### config.mk
export PLATFORM = sky130hd
export DESIGN_NAME = muldiv_unit
export DESIGN_NICKNAME = d
export VERILOG_FILES = /design/src/rtl/muldiv_unit.sv
export SDC_FILE = /design/constraint.sdc
export NUM_CORES = 1
export LEC_CHECK = 0
export CAP_MARGIN = 20
export CORE_ASPECT_RATIO = 1.5
export CORE_MARGIN = 2
export CORE_UTILIZATION = 60
export CTS_BUF_LIST = sky130_fd_sc_hd__clkbuf_16
export DETAILED_ROUTE_END_ITERATION = 12
export PLACE_DENSITY = 0.81
export REMOVE_ABC_BUFFERS = 1
export SYNTH_ARGS = -nofsm -noshare
export SYNTH_HDL_FRONTEND = slang
export SYNTH_SLANG_ARGS = --single-unit
export TNS_END_PERCENT = 20
### constraint.sdc
create_clock -name clk -period 6.33 [get_ports clk]
set_input_delay 1.266 -clock clk [delete_from_list [all_inputs] [get_ports clk]]
set_output_delay 1.266 -clock clk [all_outputs]
set_load 0.05 [all_outputs]
### src/rtl/muldiv_unit.sv
// Iterative MULT/MULTU/DIV/DIVU unit with HI/LO results, pipeline stall and flush.
module muldiv_unit #(
  parameter int unsigned WIDTH = 32
) (
  input  logic             clk,
  input  logic             rst,
  input  logic             start_i,
  input  logic [1:0]       op_i,
  input  logic [WIDTH-1:0] a_i,
  input  logic [WIDTH-1:0] b_i,
  input  logic             flush_i,
  output logic             stall_o,
  output logic             busy_o,
  output logic             done_o,
  output logic [WIDTH-1:0] hi_o,
  output logic [WIDTH-1:0] lo_o,
  output logic             div_zero_o
);

  localparam int unsigned CW = $clog2(WIDTH);

  typedef enum logic [1:0] {IDLE, RUN, DONE} state_t;

  state_t           state;
  logic             is_div;
  logic             neg_res;
  logic             neg_rem;
  logic [CW-1:0]    cnt;
  logic [WIDTH-1:0] opnd;
  logic [WIDTH-1:0] upper;
  logic [WIDTH-1:0] lower;

  logic             accept;
  logic             is_signed;
  logic             a_neg;
  logic             b_neg;
  logic             div0;
  logic [WIDTH-1:0] a_mag;
  logic [WIDTH-1:0] b_mag;

  logic [WIDTH:0]     mul_sum;
  logic [WIDTH:0]     rem_sh;
  logic [WIDTH:0]     trial;
  logic [WIDTH-1:0]   nxt_upper;
  logic [WIDTH-1:0]   nxt_lower;
  logic [WIDTH-1:0]   quo;
  logic [WIDTH-1:0]   rem;
  logic [2*WIDTH-1:0] prod;

  always_comb begin
    accept    = start_i && !flush_i && (state != RUN);
    is_signed = !op_i[0];
    a_neg     = is_signed && a_i[WIDTH-1];
    b_neg     = is_signed && b_i[WIDTH-1];
    a_mag     = a_neg ? -a_i : a_i;
    b_mag     = b_neg ? -b_i : b_i;
    div0      = op_i[1] && (b_i == '0);
    stall_o   = (state == RUN) || accept;
  end

  // upper/lower are shared: {partial product, multiplier} for multiply,
  // {partial remainder, dividend shifting into quotient} for divide.
  // The remainder invariant (rem < divisor) makes trial[WIDTH] a pure borrow flag.
  always_comb begin
    mul_sum = {1'b0, upper} + (lower[0] ? {1'b0, opnd} : '0);
    rem_sh  = {upper, lower[WIDTH-1]};
    trial   = rem_sh - {1'b0, opnd};
    if (is_div) begin
      nxt_upper = trial[WIDTH] ? rem_sh[WIDTH-1:0] : trial[WIDTH-1:0];
      nxt_lower = {lower[WIDTH-2:0], ~trial[WIDTH]};
    end else begin
      nxt_upper = mul_sum[WIDTH:1];
      nxt_lower = {mul_sum[0], lower[WIDTH-1:1]};
    end
    prod = {nxt_upper, nxt_lower};
    if (neg_res) begin
      prod = -prod;
    end
    quo = neg_res ? -nxt_lower : nxt_lower;
    rem = neg_rem ? -nxt_upper : nxt_upper;
  end

  always_ff @(posedge clk or negedge rst) begin
    if (!rst) begin
      state      <= IDLE;
      busy_o     <= 1'b0;
      done_o     <= 1'b0;
      div_zero_o <= 1'b0;
      hi_o       <= '0;
      lo_o       <= '0;
      cnt        <= '0;
      is_div     <= 1'b0;
      neg_res    <= 1'b0;
      neg_rem    <= 1'b0;
      opnd       <= '0;
      upper      <= '0;
      lower      <= '0;
    end else begin
      done_o     <= 1'b0;
      div_zero_o <= 1'b0;
      case (state)
        RUN: begin
          if (flush_i) begin
            state  <= IDLE;
            busy_o <= 1'b0;
          end else begin
            upper <= nxt_upper;
            lower <= nxt_lower;
            cnt   <= cnt + CW'(1);
            if (cnt == CW'(WIDTH - 1)) begin
              state  <= DONE;
              busy_o <= 1'b0;
              done_o <= 1'b1;
              if (is_div) begin
                hi_o <= rem;
                lo_o <= quo;
              end else begin
                hi_o <= prod[2*WIDTH-1:WIDTH];
                lo_o <= prod[WIDTH-1:0];
              end
            end
          end
        end
        default: begin
          if (accept) begin
            cnt     <= '0;
            is_div  <= op_i[1];
            neg_res <= a_neg ^ b_neg;
            neg_rem <= a_neg;
            upper   <= '0;
            if (div0) begin
              state      <= DONE;
              done_o     <= 1'b1;
              div_zero_o <= 1'b1;
              hi_o       <= a_i;
              lo_o       <= '1;
            end else begin
              state  <= RUN;
              busy_o <= 1'b1;
              if (op_i[1]) begin
                opnd  <= b_mag;
                lower <= a_mag;
              end else begin
                opnd  <= a_mag;
                lower <= b_mag;
              end
            end
          end else begin
            state <= IDLE;
          end
        end
      endcase
    end
  end

endmodule

Yosys cells after proc, flatten, opt, wreduce, memory -nomap -nowiden. Cells that the tools add are included.

Input bits: 70. Flip-flop bits (word level): 173. Output and inout bits: 68.

Bitwise operators: 4. Add/sub/neg operators: 8. Reduce and logical (&&, ||, !) cells: 17. Mux-type cells: 49. Eq/ne operators: 7.

Operator list (count): 2-to-1 mux 32 bit (29); negation 32 bit (4); 2-to-1 mux 64 bit (1); negation 64 bit (1); adder 32 x 32 -> 33 bit (1); subtractor 33 x 32 -> 33 bit (1); logical NOT 32 bit (1); 2-to-1 mux 5 bit (3); 2-to-1 mux 1 bit (11); 2-to-1 mux 2 bit (5); AND reduction 3 bit (3); inequality test 2 x 1 -> 1 bit, second input constant (3); adder 5 x 1 -> 5 bit, second input constant (1); equality test 5 bit, second input constant (1); logical AND 1 bit (5); AND reduction 2 bit (2); AND reduction 4 bit (1); nonzero test 2 bit (2); inequality test 3 x 2 -> 1 bit, second input constant (1); inverter 1 bit (3); equality test 2 x 1 -> 1 bit, second input constant (1); logical NOT 1 bit (2); inequality test 2 bit, second input constant (1); logical OR 1 bit (1); XOR 1 bit (1).

Depth between registers and ports, before layout.
Word-level depth: 9. Gate-level depth with buffers: 23.

Worst setup path after synthesis. Ideal clock, no wire load.

Path kind: register to register. Start: register lower[31]. End: register hi_o[14]. Buffers on the path: 1. Clock period less this slack: 5.383 ns. Stages on the path, launching flop included: 24. Path slack: 0.947 ns. Data arrival time: 5.251 ns. Library setup time: 0.132 ns. Path through: dfrtp_1 > inv_1 > ha_1 > inv_1 > fa_1 > a211oi_1 > o21ai_1 > o211ai_1 > a211oi_4 > nor3_2 > nor3_2 > buf_4 > a21oi_1 > ha_1 > nand3_1 > or4_1 > or3_1 > or4_1 > o21ai_1 > a21o_1 > a41oi_1 > xnor2_1 > a21oi_1 > o21ai_1.

Word-level cells in the longest chain between the ends: 9. Elaborated cells on any way between the ends: 13. Those cells by class: 3 x add/sub; 9 x mux; 1 x bitwise.

RTL lines: start: declaration (line 31) `logic [WIDTH-1:0] lower;`; start signal: assignment (line 108) `lower <= nxt_lower;`; start signal: assignment (line 142) `lower <= a_mag;`; start signal: assignment (line 145) `lower <= b_mag;`; subtractor 33 x 32 -> 33 bit (line 67) `trial = rem_sh - {1'b0, opnd};`; 2-to-1 mux 32 bit or inverter 1 bit (tied branches) (line 69, 70); 2-to-1 mux 32 bit (line 68) `if (is_div) begin`; negation 64 bit or negation 32 bit (tied branches) (line 77, 80); 2-to-1 mux 64 bit or 2-to-1 mux 32 bit (tied branches) (line 76, 80); 2-to-1 mux 32 bit (*) (line 114) `if (is_div) begin`; 2-to-1 mux 32 bit (*) (line 110) `if (cnt == CW'(WIDTH - 1)) begin`; 2-to-1 mux 32 bit (*) (line 103) `if (flush_i) begin`; 2-to-1 mux 32 bit (*) (line 101) `case (state)`; end signal: assignment (line 115) `hi_o <= rem;`; end signal: assignment (line 118) `hi_o <= prod[2*WIDTH-1:WIDTH];`; end signal: assignment (line 135) `hi_o <= a_i;`; end: declaration (line 15) `output logic [WIDTH-1:0] hi_o,`.

Mark *: on every way between the ends. The rest lies on a longest branch, timed or not. The select of a mux whose other input is x is not followed. A chain may end at the register's enable or synchronous reset.

Worst setup path in the final report. Same ends and word-level chain as after synthesis.

==> impl_summary.md <==
Clock network
The later-pin clock latency in the skew report is 470 ps. Clock-pin slew was measured on the worst setup and hold paths at approximately 70 ps. TritonCTS built the clock tree. The number of clock buffers added by TritonCTS is 17. For this design, the sink count on the clock tree is about 170. CTS built an H-tree with a depth of 4. The tree is rooted in a clkbuf_16. Post-CTS timing repair inserted 0 buffers for setup. The buffer levels on the longest clock path is 2.

Global route
The most used routing layer is met2. The overall track demand over capacity in global routing is 0.417. The maximum number of pins on one net before global-route repair is 109. For this run, global-route usage on met3 was measured as 0.0758.

The number of antenna violations at the first check in global routing is 3. The via count of the first global-routing pass is about 16k. For this run the aggregate overflow at the end of global routing stands at 0.

The wire length of the first global-routing pass is 87.5 mm. For met1 alone, demand over resource in global routing was 0.493. For this run, global-route usage on met2 was measured as 0.695.

Run status
The run finished with clean final reports.

Logic synthesis
The cell count after synthesis is 2,077. The number of different library cells used by synthesis comes to 86. After synthesis, the share of flip-flops with an asynchronous set or reset is 1.00. Synthesis inferred roughly 170 register bits.

Among all flip-flop cells after synthesis, the most frequent one is dfrtp_1. The mean post-synth cell area is approximately 7.5 sq um. During synthesis, Yosys emitted a total of 0 warnings. The cell area that synthesis handed to floorplanning was 15,600 sq um.

Of the post-synthesis cell area, the dominant cell type holds 0.278. Ranked by total cell area, the synthesized netlist is headed by dfrtp_1 (28%), a21oi_1 (8.3%), o21ai_0 (6.4%). The sequential fraction of the synthesis area is 0.278. In this run, synthesis inferred 0 flip-flops with an integrated enable. The largest total area in the synthesized netlist belongs to dfrtp_1.

Drt
The detailed router placed 16.4k vias in this run. Once detail routing completed, the nets flagged for antenna violations numbered 0. For this block, the routed nets add up to between 50 and 60 mm of wire. After detailed routing, the number of vias per cell comes to between 6 and 7. For this block, the initial DRC count from the detailed router was 1,351. Dividing the detail-routed wire length by the instance count gives about 23 um. The number of DRC violations after detailed routing is 0. The number of optimization iterations in the first detailed-route pass is 6.

Min path
The class of the tightest hold or removal check is reg -> reg.

Power
The total power draw is between 7 and 8 mW. For this design the ratio of total power to cell area is 414 nW/um^2. The net switching power is 3.78 mW. The internal portion of the total power is between 3 and 4 mW.

The static power due to leakage is 7.45 nW. The clock network fraction of total power is 0.140. The share of total power dissipated in sequential elements is 0.215. Of the total power, the share spent switching nets is 0.514. Of the total power, combinational logic draws 0.645. The worst IR drop on VDD is 0.000245 V.

Place
The wire-length estimate of the detail-placed layout is 42.9 mm. The worst setup slack after placement is 460 ps. In this run, placement finished with an instance count of 2,466. Summing all placed instances gives a cell area of 17,200 sq um. The congestion estimate from routability-driven global placement came to 1.05. The number of port buffers is between 100 and 150.

Timing
The final hold violation count is 0. The worst path needs between 5000 and 6000 ps of the cycle, external delays included. Dividing the final minimum period by the clock period gives 0.922. The achievable clock frequency is 171 MHz.

Setup total negative slack on the finished layout was measured at 0 ps. Setup repair after global routing left no endpoint under its margin. Setup violations remaining at the end of the flow were counted as 0. The worst path meets setup with 495 ps of slack.

The slew at the pin closest to its max-slew limit is 1100 ps. The max-slew violation count is 0. The worst-case headroom to the max-slew limit is 0.266. The clock tree skew after final layout is between 7 and 8 ps. The worst hold slack across all endpoints is 498 ps.

Die
The placeable core area is 25,700 sq um. The die is 201 um tall. The number of I/O pins is 138. The width of the chip is 135 um. The die covers 27,300 sq um. The initial utilization of the core area, before any placement, comes to 0.606. The number of cell rows is 72.

Worst setup path
The worst setup path is of the reg -> reg kind. The delay contributed by the slowest stage of the critical path is just under 600 ps. The critical path goes through inv_1, ha_1, inv_1, fa_1, a211oi_1, o21ai_1, o211ai_1, a211oi_4, nor3_2, nor3_2, a21oi_1, ha_1, nand3_1, or4_1, or3_1, or4_1, o21ai_2, a21o_1, a41oi_1, xnor2_1, a21oi_1, o21ai_1.

The arrival time of data at the critical path endpoint is 6180 ps. The slowest cell on the critical path is or4_1. Data on the critical path is required at its endpoint by 6670 ps. The type of destination of the critical path is a register. The maximum net fanout on the critical path is 6. The kind of launch point of the worst setup path is a register.

Cells and area
The final core utilization is 0.692. The number of standard cells in the final layout excluding fillers is roughly 2.5k. The commonest non-fill, non-tap cell in the layout is a21oi_1. In the layout the commonest cells are a21oi_1 (257), nand2_1 (223), nor2_1 (216), o21ai_0 (199), dfrtp_1 (172). In the final layout, the share of cells above drive strength 1 is 0.0586.

The cell area after layout is about 18,000 sq um. The number of nets in the finished design is 2,296. The layout overhead on the synthesized area is 14.3%.

Run
The max capacitance violation total is 0.
==> path summary, 6_finish.rpt <==
kind,endpoint,depth (start not counted),slack [ps],startpoint
setup / recovery,hi_o[14]$_DFFE_PN0P_,22,500,lower[31]$_DFFE_PN0P_
max in group asynchronous,is_div$_DFFE_PN0P_,2,4240,rst
hold / removal,opnd[24]$_DFFE_PN0P_,2,500,opnd[24]$_DFFE_PN0P_
hold reg to reg,opnd[24]$_DFFE_PN0P_,2,500,opnd[24]$_DFFE_PN0P_
setup reg to reg,hi_o[14]$_DFFE_PN0P_,22,500,lower[31]$_DFFE_PN0P_
min in group asynchronous,lo_o[4]$_DFFE_PN0P_,1,750,rst
==> layer usage <==
metal | part of all wire | wire (um)
met2 | 0.48 | 27400
met3 | 0.077 | 4370
met5 | 0.00081 | 46
met4 | 0.065 | 3660
met1 | 0.37 | 21000
==> layout make-up <==
type | count | area [sq um]
multi-input cells | 1713 | 10500
fillers | 2203 | 7900
flip-flops and latches | 173 | 4330
repair buffers | 179 | 1710
clock buffers | 17 | 425
well taps | 333 | 417
inverters | 70 | 263
clock inverters | 15 | 120
diodes | 1 | 2.50
==> cell usage after synthesis, drive strengths merged, types with 3 or more instances <==
library cell and number:
a2111oi 4, mux2i 36, dfrtp 173, a22o 17, inv 70, o41ai 7
nand3 38, nand2 225, a221o 3, nand2b 21, and2 44, a21boi 9
mux2 9, or3 14, o21ai 215, and3b 4, o2111ai 5, or2 9
o21bai 10, nor3b 8, a211o 7, nor3 60, o22ai 5, nand4 23
a21o 21, xor2 43, a21oi 260, nor2b 17, nor2 220, nand3b 6
o31ai 21, a31oi 25, ha 70, a221oi 3, xnor2 113, o211ai 28
o21a 18, buf 39, a211oi 19, and3 14, clkbuf 82, a41oi 4
a22oi 4, or4 8, nor4 14
==> registers in the layout (all words and copies together), names as in the netlist, 2 cells and up <==
name	cells
cnt	5
lo_o	32
lower	32
hi_o	32
upper	32
opnd	32
state	2
==> power by group through the flow <==
stage	clock [mW]	combinational (mW)	sequential (mW)
CTS	1.03	4.59	1.58
finish	1.03	4.75	1.58
global placement	0	4.53	1.58
floorplan	0	3.20	1.53
global route	1.08	5.10	1.61
detailed placement	0	4.56	1.60
==> repair_timing <==
item / 4_1_cts / 5_1_grt
gates resized for setup: 0 / 1
setup endpoints to repair: 0 / 1
hold buffers: 0 / 0
==> critical path, delay by kind of cell, from the launching register on <==
family	cells	cell delay (ps)
xor gates and xnor gates	1	180
DFF	1	400
and+or+nand+nor	6	2090
AOI/OAI and AO/OA	10	2050
buffers and inverters	2	160
adders and majority gates	3	820
==> cells by family (layout without fill, tap and decap cells) <==
group / count (synthesis) / after routing / share of synthesized area
compound gates: 706 / 706 / 0.273
buf+inv: 191 / 281 / 0.0490
mux: 45 / 45 / 0.0297
xor+xnor: 156 / 156 / 0.0878
other cells: 0 / 1 / 0
fa+ha+maj: 72 / 72 / 0.0589
flops: 173 / 173 / 0.278
simple gates: 734 / 734 / 0.223
Note: power is estimated with default switching activity, not from simulation.
